<file path="config.mk">
export PLATFORM = sky130hd
export DESIGN_NAME = systolic_seq_ctrl_flat
export DESIGN_NICKNAME = d
export VERILOG_FILES = /design/src/rtl/systolic_seq_ctrl_if.sv /design/src/rtl/systolic_seq_ctrl.sv /design/src/flat_wrapper.sv
export SDC_FILE = /design/constraint.sdc
export NUM_CORES = 1
export LEC_CHECK = 0
export BUFFER_PORTS_ARGS = -buffer_cell sky130_fd_sc_hd__buf_2
export CAP_MARGIN = 20
export CORE_MARGIN = 2
export CORE_UTILIZATION = 50
export DETAILED_ROUTE_END_ITERATION = 10
export GPL_ROUTABILITY_DRIVEN = 1
export PLACE_DENSITY = 0.72
export SLEW_MARGIN = 10
export SYNTH_ARGS = -nofsm -noshare
export SYNTH_HDL_FRONTEND = slang
export SYNTH_SLANG_ARGS = --single-unit
</file>
<file path="constraint.sdc">
create_clock -name clk -period 3.03 [get_ports clk]
set_input_delay 0.1515 -clock clk [delete_from_list [all_inputs] [get_ports clk]]
set_output_delay 0.1515 -clock clk [all_outputs]
set_load 0.03 [all_outputs]
</file>
<file path="src/rtl/systolic_seq_ctrl_if.sv">
// Bundle of signals between the sequencer, its requester and the array edge.
// The requester side (start/k_len) and the PE readiness inputs are grouped on
// the master modport. The sequencer itself uses the slave modport.
interface systolic_seq_ctrl_if #(
   parameter int N     = 4,
   parameter int K_MAX = 16,
   parameter int IDX_W = $clog2(K_MAX),
   parameter int KL_W  = $clog2(K_MAX + 1)
);
   logic                 start;
   logic [KL_W-1:0]      k_len;
   logic                 busy;
   logic                 done;
   logic                 start_err;
   logic [N-1:0]         a_ready;
   logic [N-1:0]         b_ready;
   logic [N-1:0]         lane_waiting;
   logic [N-1:0]         lane_finished;
   logic [N*IDX_W-1:0]   lane_idx;
   logic [15:0]          stall_cnt;

   modport master (
      output start, k_len, a_ready, b_ready,
      input  busy, done, start_err, lane_waiting, lane_finished, lane_idx, stall_cnt
   );

   modport slave (
      input  start, k_len, a_ready, b_ready,
      output busy, done, start_err, lane_waiting, lane_finished, lane_idx, stall_cnt
   );
endinterface

</file>
<file path="src/rtl/systolic_seq_ctrl.sv">
// Operand sequencer for an N x N systolic MAC array.
// A start latches a reduction length K and walks a wave counter w through
// 0..K+N-1. Each wave presents a diagonally skewed element index on every
// lane, and the wave only advances when every presenting lane sees both of
// its edge PEs ready. After the last wave, a fixed drain delay lets results
// flush through the array before a one-cycle done pulse.
// All lane outputs are registered, so ready never reaches them
// combinationally.
module systolic_seq_ctrl #(
   parameter int N         = 4,
   parameter int K_MAX     = 16,
   parameter int DRAIN_CYC = 8,
   parameter int IDX_W     = $clog2(K_MAX),
   parameter int KL_W      = $clog2(K_MAX + 1)
) (
   input  logic                 clk,
   input  logic                 rst,
   systolic_seq_ctrl_if.slave   bus
);

   // Wave counter is sized to hold K_MAX+N-1 without wrapping.
   localparam int W_W  = $clog2(K_MAX + N + 1);
   localparam int DC_W = $clog2(DRAIN_CYC + 1);

   localparam logic [1:0] ST_IDLE  = 2'd0;
   localparam logic [1:0] ST_FEED  = 2'd1;
   localparam logic [1:0] ST_DRAIN = 2'd2;
   localparam logic [1:0] ST_DONE  = 2'd3;

   typedef struct packed {
      logic [N-1:0]       waiting;
      logic [N-1:0]       finished;
      logic [N*IDX_W-1:0] idx;
   } lanes_t;

   logic [1:0]      state_q,     state_d;
   logic [W_W-1:0]  w_q,         w_d;
   logic [KL_W-1:0] k_q,         k_d;
   logic [DC_W-1:0] drain_q,     drain_d;
   logic [15:0]     stall_q,     stall_d;
   lanes_t          lanes_q,     lanes_d;
   logic            busy_q,      busy_d;
   logic            done_q,      done_d;
   logic            start_err_q, start_err_d;

   logic            k_len_ok;
   logic            accept;
   logic            last_wave;

   // Lane outputs for wave w of a length-k schedule: lane i carries element
   // w-i while that index is in range, and flags end-of-stream one wave later.
   function automatic lanes_t wave_lanes(input logic [W_W-1:0] w, input logic [KL_W-1:0] k);
      lanes_t l;
      l = '0;
      for (int i = 0; i < N; i++) begin
         if ((int'(w) >= i) && (int'(w) < i + int'(k))) begin
            l.waiting[i]              = 1'b1;
            l.idx[i*IDX_W +: IDX_W]   = IDX_W'(int'(w) - i);
         end else if (int'(w) == i + int'(k)) begin
            l.finished[i] = 1'b1;
         end
      end
      return l;
   endfunction

   assign k_len_ok  = (bus.k_len != '0) && (bus.k_len <= KL_W'(K_MAX));
   // Lanes that are idle or only finishing place no demand on readiness.
   assign accept    = &(~lanes_q.waiting | (bus.a_ready & bus.b_ready));
   assign last_wave = (w_q == (W_W'(k_q) + W_W'(N - 1)));

   // Next-state, wave, drain and stall bookkeeping.
   always_comb begin
      // NOTE: every _d gets a hold/default value first, so no path through
      // the case statement can leave a signal unassigned and infer a latch.
      state_d     = state_q;
      w_d         = w_q;
      k_d         = k_q;
      drain_d     = drain_q;
      stall_d     = stall_q;
      lanes_d     = lanes_q;
      start_err_d = 1'b0;

      case (state_q)
         ST_IDLE: begin
            if (bus.start) begin
               if (k_len_ok) begin
                  state_d = ST_FEED;
                  k_d     = bus.k_len;
                  w_d     = '0;
                  stall_d = '0;
                  lanes_d = wave_lanes('0, bus.k_len);
               end else begin
                  start_err_d = 1'b1;
               end
            end
         end

         ST_FEED: begin
            if (accept) begin
               if (last_wave) begin
                  state_d = ST_DRAIN;
                  drain_d = DC_W'(DRAIN_CYC);
                  lanes_d = '0;
               end else begin
                  w_d     = w_q + 1'b1;
                  lanes_d = wave_lanes(w_q + 1'b1, k_q);
               end
            end else if (stall_q != 16'hFFFF) begin
               stall_d = stall_q + 16'd1;
            end
         end

         ST_DRAIN: begin
            if (drain_q <= DC_W'(1)) begin
               state_d = ST_DONE;
            end else begin
               drain_d = drain_q - 1'b1;
            end
         end

         ST_DONE: begin
            state_d = ST_IDLE;
         end

         default: begin
            state_d = ST_IDLE;
            lanes_d = '0;
         end
      endcase

      busy_d = (state_d == ST_FEED) || (state_d == ST_DRAIN);
      done_d = (state_d == ST_DONE);
   end

   // State registers with synchronous reset that abandons any schedule.
   always_ff @(posedge clk) begin
      // NOTE: non-blocking assignments so every flop samples its _d from the
      // same edge, independent of statement order.
      if (rst) begin
         state_q     <= ST_IDLE;
         w_q         <= '0;
         k_q         <= '0;
         drain_q     <= '0;
         stall_q     <= '0;
         lanes_q     <= '0;
         busy_q      <= 1'b0;
         done_q      <= 1'b0;
         start_err_q <= 1'b0;
      end else begin
         state_q     <= state_d;
         w_q         <= w_d;
         k_q         <= k_d;
         drain_q     <= drain_d;
         stall_q     <= stall_d;
         lanes_q     <= lanes_d;
         busy_q      <= busy_d;
         done_q      <= done_d;
         start_err_q <= start_err_d;
      end
   end

   assign bus.busy          = busy_q;
   assign bus.done          = done_q;
   assign bus.start_err     = start_err_q;
   assign bus.lane_waiting  = lanes_q.waiting;
   assign bus.lane_finished = lanes_q.finished;
   assign bus.lane_idx      = lanes_q.idx;
   assign bus.stall_cnt     = stall_q;

endmodule

</file>
<file path="src/flat_wrapper.sv">
// flat-port wrapper written by rule: the top's interface ports become plain ports
module systolic_seq_ctrl_flat 
#(
   parameter int N         = 4,
   parameter int K_MAX     = 16,
   parameter int DRAIN_CYC = 8,
   parameter int IDX_W     = $clog2(K_MAX),
   parameter int KL_W      = $clog2(K_MAX + 1)
)
  (clk, rst, bus_start, bus_k_len, bus_a_ready, bus_b_ready, bus_busy, bus_done, bus_start_err, bus_lane_waiting, bus_lane_finished, bus_lane_idx, bus_stall_cnt);
  systolic_seq_ctrl_if #(.N(N), .K_MAX(K_MAX), .IDX_W(IDX_W), .KL_W(KL_W)) bus_i ();
  input  logic clk;
  input  logic rst;
  input wire logic [$bits(bus_i.start)-1:0] bus_start;
  input wire logic [$bits(bus_i.k_len)-1:0] bus_k_len;
  input wire logic [$bits(bus_i.a_ready)-1:0] bus_a_ready;
  input wire logic [$bits(bus_i.b_ready)-1:0] bus_b_ready;
  output wire logic [$bits(bus_i.busy)-1:0] bus_busy;
  output wire logic [$bits(bus_i.done)-1:0] bus_done;
  output wire logic [$bits(bus_i.start_err)-1:0] bus_start_err;
  output wire logic [$bits(bus_i.lane_waiting)-1:0] bus_lane_waiting;
  output wire logic [$bits(bus_i.lane_finished)-1:0] bus_lane_finished;
  output wire logic [$bits(bus_i.lane_idx)-1:0] bus_lane_idx;
  output wire logic [$bits(bus_i.stall_cnt)-1:0] bus_stall_cnt;
  assign bus_i.start = bus_start;
  assign bus_i.k_len = bus_k_len;
  assign bus_i.a_ready = bus_a_ready;
  assign bus_i.b_ready = bus_b_ready;
  assign bus_busy = bus_i.busy;
  assign bus_done = bus_i.done;
  assign bus_start_err = bus_i.start_err;
  assign bus_lane_waiting = bus_i.lane_waiting;
  assign bus_lane_finished = bus_i.lane_finished;
  assign bus_lane_idx = bus_i.lane_idx;
  assign bus_stall_cnt = bus_i.stall_cnt;
  systolic_seq_ctrl #(.N(N), .K_MAX(K_MAX), .DRAIN_CYC(DRAIN_CYC), .IDX_W(IDX_W), .KL_W(KL_W)) u_core (.clk(clk), .rst(rst), .bus(bus_i));
endmodule
</file>
### Yosys cells after proc, flatten, opt, wreduce, memory -nomap -nowiden

Cells that the tools add are included.

* output and inout port bits: 43
* input port bits: 16
* word-level logic and storage cells: 127
* register bits: 59

* bitwise logic cells: 5
* equality and inequality tests: 20
* reductions and logical operators: 20
* muxes and demuxes: 48
* $add $sub $neg: 13
* order comparisons: 10

Operators by type and width (count)
* 32-bit zero test: 4
* 24-bit two-way mux: 4
* 16-bit two-way mux: 4
* 24-bit case mux with 2 select lines: 1
* 16-bit case mux with 2 select lines: 1
* 4-bit two-way mux: 7
* 2-bit by 5-bit adder with 6-bit output, first input constant: 4
* 5-bit two-way mux: 4
* 1-bit two-way mux: 19
* 5-bit by 6-bit == test with 1-bit output: 3
* 5-bit by 6-bit less-than comparator with 1-bit output: 3
* 16-bit by 1-bit adder with 16-bit output, second input constant: 1
* 16-bit inequality test, second input constant: 1
* 1-bit by 5-bit adder with 6-bit output, first input constant: 2
* 4-bit AND reduction: 3
* 5-bit == test: 2
* 5-bit by 2-bit >= comparator with 1-bit output, second input constant: 2
* 2-bit two-way mux: 5
* 5-bit case mux with 2 select lines: 1
* 5-bit AND reduction: 2
* 2-bit == test, second input constant: 4
* 2-bit by 1-bit inequality test with 1-bit output, second input constant: 4
* 2-bit inequality test, second input constant: 4
* 2-bit case mux with 4 select lines: 1
* other kinds (22): 30

### Longest topological paths before layout

Gate-level depths: netlist of run 1.

* word-level depth: 7
* depth in mapped cells: 10
* depth with buffers taken out: 10

### Worst setup path before layout of run 1

No wires, ideal clock.

* path type: register -> register
* start point: register u_core.w_q[0]
* end point: register u_core.lanes_q (netlist bit u_core.bus.lane_finished[0])
* path buffers: 1
* arrival time: 2.572 ns
* slack: 0.336 ns
* data required time: 2.908 ns
* cell stages (with the launch flop): 10
* setup time: 0.122 ns
* clock period less this slack: 2.694 ns
* cells stage by stage: dfxtp_1 clkbuf_1 inv_1 ha_1 ha_1 nand2b_1 a21oi_1 a211oi_1 nor4b_1 a221o_1

* word-level cells in the longest chain between the ends: 7
* elaborated cells between the ends (all ways): 9
* those cells by class: add/sub: 1; order compare: 1; eq/ne: 2; mux: 5

Ends and longest elaborated chain
* start, declared: line systolic_seq_ctrl.sv:37 `logic [W_W-1:0] w_q, w_d;`
* start signal, assigned: line systolic_seq_ctrl.sv:151 `w_q <= w_d;`
* branches (longest 4 deep; another with 5-bit by 1-bit adder with 5-bit output)
* 24-bit two-way mux *: line systolic_seq_ctrl.sv:100 `if (last_wave) begin`
* 24-bit two-way mux *: line systolic_seq_ctrl.sv:99 `if (accept) begin`
* 24-bit case mux with 2 select lines *: line systolic_seq_ctrl.sv:83 `case (state_q)`
* end signal, assigned: line systolic_seq_ctrl.sv:155 `lanes_q <= lanes_d;`
* end, declared: line systolic_seq_ctrl.sv:41 `lanes_t lanes_q, lanes_d;`

Mark *: on every way between the ends. The select of a mux whose other input is x is not followed.
A chain may end at the register's enable or synchronous reset.

### Worst setup path after layout of run 1

* start point: register u_core.w_q[1]
* end point: register u_core.lanes_q (netlist bit u_core.bus.lane_idx[11])

* word-level cells in the longest chain between the ends: 7
* elaborated cells between the ends (all ways): 10
* those cells by class: add/sub: 2; order compare: 2; eq/ne: 1; mux: 4; reduce/logical: 1

Ends and longest elaborated chain
* 5-bit by 1-bit adder with 5-bit output: line systolic_seq_ctrl.sv:106 `lanes_d = wave_lanes(w_q + 1'b1, k_q);`
* 5-bit by 6-bit less-than comparator with 1-bit output / 5-bit by 2-bit >= comparator with 1-bit output (equally long branches): line systolic_seq_ctrl.sv:56 `if ((int'(w) >= i) && (int'(w) < i + int'(k))) begin`
* 1-bit logical AND: line systolic_seq_ctrl.sv:56
* 4-bit two-way mux: line systolic_seq_ctrl.sv:56
* 24-bit two-way mux *: line systolic_seq_ctrl.sv:100
* 24-bit two-way mux *: line systolic_seq_ctrl.sv:99
* 24-bit case mux with 2 select lines *: line systolic_seq_ctrl.sv:83

Mark *: on every way between the ends. The rest lies on a longest branch, timed or not. The select of a mux whose other input is x is not followed.

==> results of run 1 <==
## through the flow
stage / worst slack (ns) / std cells / hold slack [ns] / cell area (µm²)
global placement: 0.467 / 577 / 0.405 / 4140
floorplan: 0.336 / 416 / 0.273 / 3650
global route: 0.126 / 592 / 0.0923 / 4360
CTS: 0.294 / 592 / 0.0716 / 4360
detailed placement: 0.313 / 577 / 0.419 / 4140
finish: 0.248 / 592 / 0.0756 / 4360
## cells by family (layout without fill, tap and decap cells)
group	after synthesis	after routing	synth area share
adder cells (fa/ha/maj)	38	38	0.130
XOR/XNOR	23	23	0.0630
flip-flops	59	59	0.323
AND/OR/NAND/NOR	143	143	0.211
buffers and inverters	45	122	0.0545
AO/OA/AOI/OAI	106	106	0.212
multiplexers	2	2	0.00582
## power groups by stage
| stage | clock [µW] | sequential [µW] | combinational (µW) |
|---|---|---|---|
| final | 827 | 836 | 523 |
| after global routing | 876 | 840 | 572 |
| after CTS | 837 | 836 | 521 |
| after detailed placement | 0 | 853 | 516 |
| after global placement | 0 | 853 | 507 |
| after floorplan | 0 | 889 | 310 |
## registers in the layout, summed over array words and instances, names as in the netlist
name / cells
u_core.bus.busy: 1
u_core.bus.done: 1
u_core.bus.lane_finished: 4
u_core.bus.lane_idx: 16
u_core.bus.lane_waiting: 4
u_core.bus.stall_cnt: 16
u_core.bus.start_err: 1
u_core.drain_q: 4
u_core.k_q: 5
u_core.state_q: 2
u_core.w_q: 5
## layout make-up
cell class                      instances  area, µm²  area share
Clock buffer                           11        151      0.0347
Clock inverter                          4       73.8      0.0169
Inverter                               27        101      0.0232
Multi-Input combinational cell        312       2270       0.521
Sequential cell                        59       1180       0.271
Tap cell                               99        124      0.0284
Timing Repair Buffer                   80        455       0.104
## cells in the final DEF, fill, tap and decap left out, types with 3 or more instances in the layout
master	instances
or4_1	7
nand3_1	18
nor4_1	5
a221oi_1	3
nand2_1	44
and3_1	3
a21oi_1	31
a32o_1	5
o21ai_2	4
dfxtp_1	59
xor2_1	4
and4_1	4
or3_1	5
buf_2	58
nor3_1	3
a21boi_0	4
o21ai_0	11
clkbuf_8	11
buf_4	22
nand4_1	7
nor2b_1	4
nor2_1	21
inv_1	27
a32oi_1	4
o31ai_1	8
o21bai_1	3
a22o_1	5
and2_1	4
a21o_1	6
ha_1	38
xnor2_1	17
## how the worst max path moves through the flow
| stage | startpoint | end | slack (ns) | depth (start not counted) |
|---|---|---|---|---|
| floorplan | u_core.w_q[0] | u_core.bus.lane_finished[0] | 0.34 | 9 |
| global placement | u_core.k_q[1] | u_core.bus.lane_idx[13] | 0.47 | 10 |
| detailed placement | u_core.w_q[1] | u_core.bus.lane_idx[9] | 0.31 | 10 |
| CTS | u_core.w_q[1] | u_core.bus.lane_idx[11] | 0.29 | 10 |
| global route | u_core.w_q[1] | u_core.bus.lane_idx[11] | 0.13 | 10 |
| finish | u_core.w_q[1] | u_core.bus.lane_idx[11] | 0.25 | 10 |
## per-layer routing
| layer | GRT usage | share of wire | routed length, µm |
|---|---|---|---|
| met5 | 0 | 0 | 0 |
| met3 | 0.0572 | 0.059 | 552 |
| met4 | 0.0828 | 0.014 | 134 |
| met2 | 0.410 | 0.49 | 4630 |
| met1 | 0.308 | 0.43 | 4060 |
==> results.toml, run 1 <==
[outcome]
status = "completed"

[worst_hold_path]
holdPathStages = 2
hp-start = "bus_start"
hold_end = "u_core.bus.start_err"
hp-class = "input pin to flop"

[global_route]
groute.usage.overall = 0.244
grt_pass1_wl_um = 15000
grt_pass1_vias = 3141
overflow = 0
grt_max_degree = 28
antenna_found_initial = 0

[floorplan]
rows = 31
core_um2 = 7180
dieArea_um2 = 8010
fp.dieH_um = 89.5
ioPinCount = 59
die_width_um = 89.5
initial_core_util = 0.509

[synthesis]
async_flop_share = 0
synth_common_cells = "59 x dfxtp_1, 44 x nand2_1, 38 x ha_1"
seq_area_frac_synth = 0.323
synth.top_cell.area_share = 0.323
synth_top_cell_by_area = "dfxtp_1"
synth_area_leaders = "dfxtp_1 32%, ha_1 13%, nand2_1 4.5%, a21oi_1 4.2%, xnor2_1 4.1%"
synth_seq_cells = 59
ys_types = 67
yosys_most_used_dff = "dfxtp_1"
synth_edf_count = 0
ys_warn_count = 0
postSynthAreaPerCell_um2 = 8.78
synth.most_common_cell = "dfxtp_1"
synth_nets = 470
synth_area_um2 = 3650
synth_cells = 416

[clock_tree]
clkSinkCount = 59
post_cts_buffers = 0
cts_tree = "done"
postCtsHoldBufs = 0
htreeDepth = 3
cts_buffers = 9
ctsResizeCount = 0
clockBufferDepth = 2
cts-root-buf = "clkbuf_8"
insertion_delay_ns = 0.34
clkTransAtPathRegs_ns = 0.07

[place]
portBuffers = 58
dp_hpwl_um = 7090
gp_congestion = 0.865

[route]
avgRoutedWirePerCell_um = 15.8
post-route-drc-count = 0
drtPass1Iterations = 5
vias = 3385
vias_per_cell = 5.72
wl_um = 9380
detail-route-antenna-nets = 0
drt-initial-drc-count = 189

[setup_path]
path_max_fanout = 7
critPathKind = "flop to flop"
end_kind = "flop"
r2r_start = "u_core.w_q[1]"
critical_path_required_ns = 3.29
cpMaxStageDelayCell = "dfxtp_1"
cpMostUsedCell = "ha_1"
crit_family = "compound AO/OA/AOI/OAI gates"
rrSetupSlack_ns = 0.25
arrival_ns = 3.04
start_kind = "flop"
max_stage_delay_ns = 0.44
path_buf_inv = 1
ff2ff_path_depth = 10
critical_path.cell_chain = "ha_1, nand2_1, xor2_1, inv_1, ha_1, a21o_1, a221o_1, a32oi_1, nand3_1, o21ai_0"
r2r_end = "u_core.bus.lane_idx[11]"

[layout]
layout-drive-gt1-share = 0.239
insertedDiodeCount = 0
fillers = 629
fin_util = 0.608
layout.nets = 543
area_growth_pct = 19.3

[flow_run]
drv_cap = 0

[power]
comb_power_share = 0.239
p_sw_frac = 0.308
fin_total_pwr_uw = 2190
p_sw_uw = 673
vdd_drop_max_uv = 296
p_per_area_nw_per_um2 = 501
p_int_uw = 1510
seq_power_share = 0.383
leakage_uw = 0.00192
p_clk_frac = 0.378

[sta]
fin_tns_setup_ns = 0
slew_viol_final = 0
fin_crit_sh = 0.918
clock_skew_ns = 0.0108
rsz0062_at_grt = "false"
setup-violations-final = 0
hold_viol_final = 0
max_slew_margin = 0.537
min_period_ns = 2.78
tightest_slew_ns = 0.694
max_freq_mhz = 359
Note: power is estimated with default switching activity, not from simulation.
==> inputs of run 2 (changes only) <==
Settings changed: PLACE_DENSITY 0.72 to 0.75.
Clock period 3.03 ns to 2.4 ns, I/O delays scaled along.
==> results.toml, run 2 (same netlist as run 1, synthesis figures left out) <==
[power]
p_sw_frac = 0.311
p_clk_frac = 0.353
seq_power_share = 0.363
vdd_drop_max_uv = 362
p_per_area_nw_per_um2 = 588
leakage_uw = 0.00216
p_sw_uw = 901
p_int_uw = 2000
comb_power_share = 0.284

[place]
gp_congestion = 0.875
dpl_worst_slack_ns = -0.162
portBuffers = 58
dp_hpwl_um = 7710
dp_cells = 614

[setup_path]
crit_family = "simple AND/OR/NAND/NOR gates"
max_stage_delay_ns = 0.54
end_kind = "flop"
path_buf_inv = 2
start_kind = "flop"
critical_path.cell_chain = "ha_4, nand2_2, xor2_2, inv_2, buf_6, ha_1, nand2_1, o221a_2, nor2_2, or4b_4, o21ai_2"
critical_path_required_ns = 2.70
cpMaxStageDelayCell = "or4b_4"
critPathKind = "flop to flop"
arrival_ns = 2.71
path_max_fanout = 6

[clock_tree]
clkTransAtPathRegs_ns = 0.07
postCtsHoldBufs = 0
insertion_delay_ns = 0.35
htreeDepth = 3
cts_buffers = 9
clkSinkCount = 59
cts-root-buf = "clkbuf_8"
clockBufferDepth = 2
cts_tree = "done"

[floorplan]
ioPinCount = 59
core_um2 = 7180
fp.dieH_um = 89.5
dieArea_um2 = 8010
initial_core_util = 0.509
die_width_um = 89.5
rows = 31

[layout]
final_cells = 638
layout_commonest_cell = "buf_4"
layout.nets = 588
final_cell_mix = "64 x buf_4, 58 x buf_2, 54 x dfxtp_1"
layout-drive-gt1-share = 0.364
fillers = 560
insertedDiodeCount = 0
area_growth_pct = 35.0

[outcome]
violations = "negative setup slack"
status = "finished, violations left"

[sta]
clock_skew_ns = 0.00948
tightest_slew_ns = 0.632
fin_crit_sh = 1.01
max_freq_mhz = 414
min_period_ns = 2.42
slew_viol_final = 0
setup-violations-final = 4
setup_ws_ns = -0.0181
rsz0062_at_grt = "true"
hold_viol_final = 0
max_slew_margin = 0.573

[route]
vias = 3626
avgRoutedWirePerCell_um = 16.7
vias_per_cell = 5.68
detail-route-antenna-nets = 0
post-route-drc-count = 0
drtPass1Iterations = 5
drt-initial-drc-count = 166
wl_um = 10600

[global_route]
grt_max_degree = 28
overflow = 0
groute.usage.overall = 0.266
antenna_found_initial = 0
grt_pass1_wl_um = 16100
grt_pass1_vias = 3502

[flow_run]
drv_cap = 0

[worst_hold_path]
hp-class = "input pin to flop"
==> run 2: layer usage <==
metal	vias up	global-route usage	wire length, µm
met5	-	0	0
met4	0	0.133	369
met3	37	0.0554	385
met2	101	0.455	5330
met1	1739	0.315	4540
li1	1749	-	-
==> run 2: power by group through the flow <==
stage               Sequential [µW]  Clock, µW  Combinational (µW)
CTS                            1050       1030                 768
finish                         1050       1020                 825
detailed placement             1070          0                 746
floorplan                      1120          0                 406
global route                   1060       1080                 892
global placement               1070          0                 730
==> run 2: worst paths after layout <==
check	start	end	slack [ns]	cells after the start
setup / recovery	u_core.w_q[1]	u_core.bus.lane_idx[12]	-0.02	11
hold / removal	bus_start	u_core.bus.start_err	0.02	2
setup reg to reg	u_core.w_q[1]	u_core.bus.lane_idx[12]	-0.02	11
hold reg to reg	u_core.bus.lane_idx[4]	u_core.bus.lane_idx[4]	0.45	2
==> run 2: layout make-up <==
class                           count  area, µm²  area share
Multi-Input combinational cell    312       2490       0.505
Sequential cell                    59       1190       0.242
Timing Repair Buffer              125        805       0.163
Clock buffer                       12        145      0.0294
Tap cell                           99        124      0.0251
Inverter                           27        101      0.0205
Clock inverter                      4       73.8      0.0150
==> run 2: per-stage QoR <==
step                utilization  hold slack (ns)  total power [µW]  instance area [µm²]  setup TNS [ns]
floorplan                     -            0.242              1530                 3710               0
global placement          0.621            0.373              1800                 4460          -0.287
detailed placement        0.621            0.377              1820                 4460          -0.915
CTS                       0.670           0.0139              2850                 4800         -0.0211
global route              0.688           0.0291              3030                 4930          -0.967
finish                    0.688           0.0207              2900                 4930         -0.0320
==> run 2: repair_timing <==
item,in CTS,in global routing
setup buffers,5,3
pin swaps,11,9
gates resized for setup,20,19
endpoints found under the setup margin,14,21
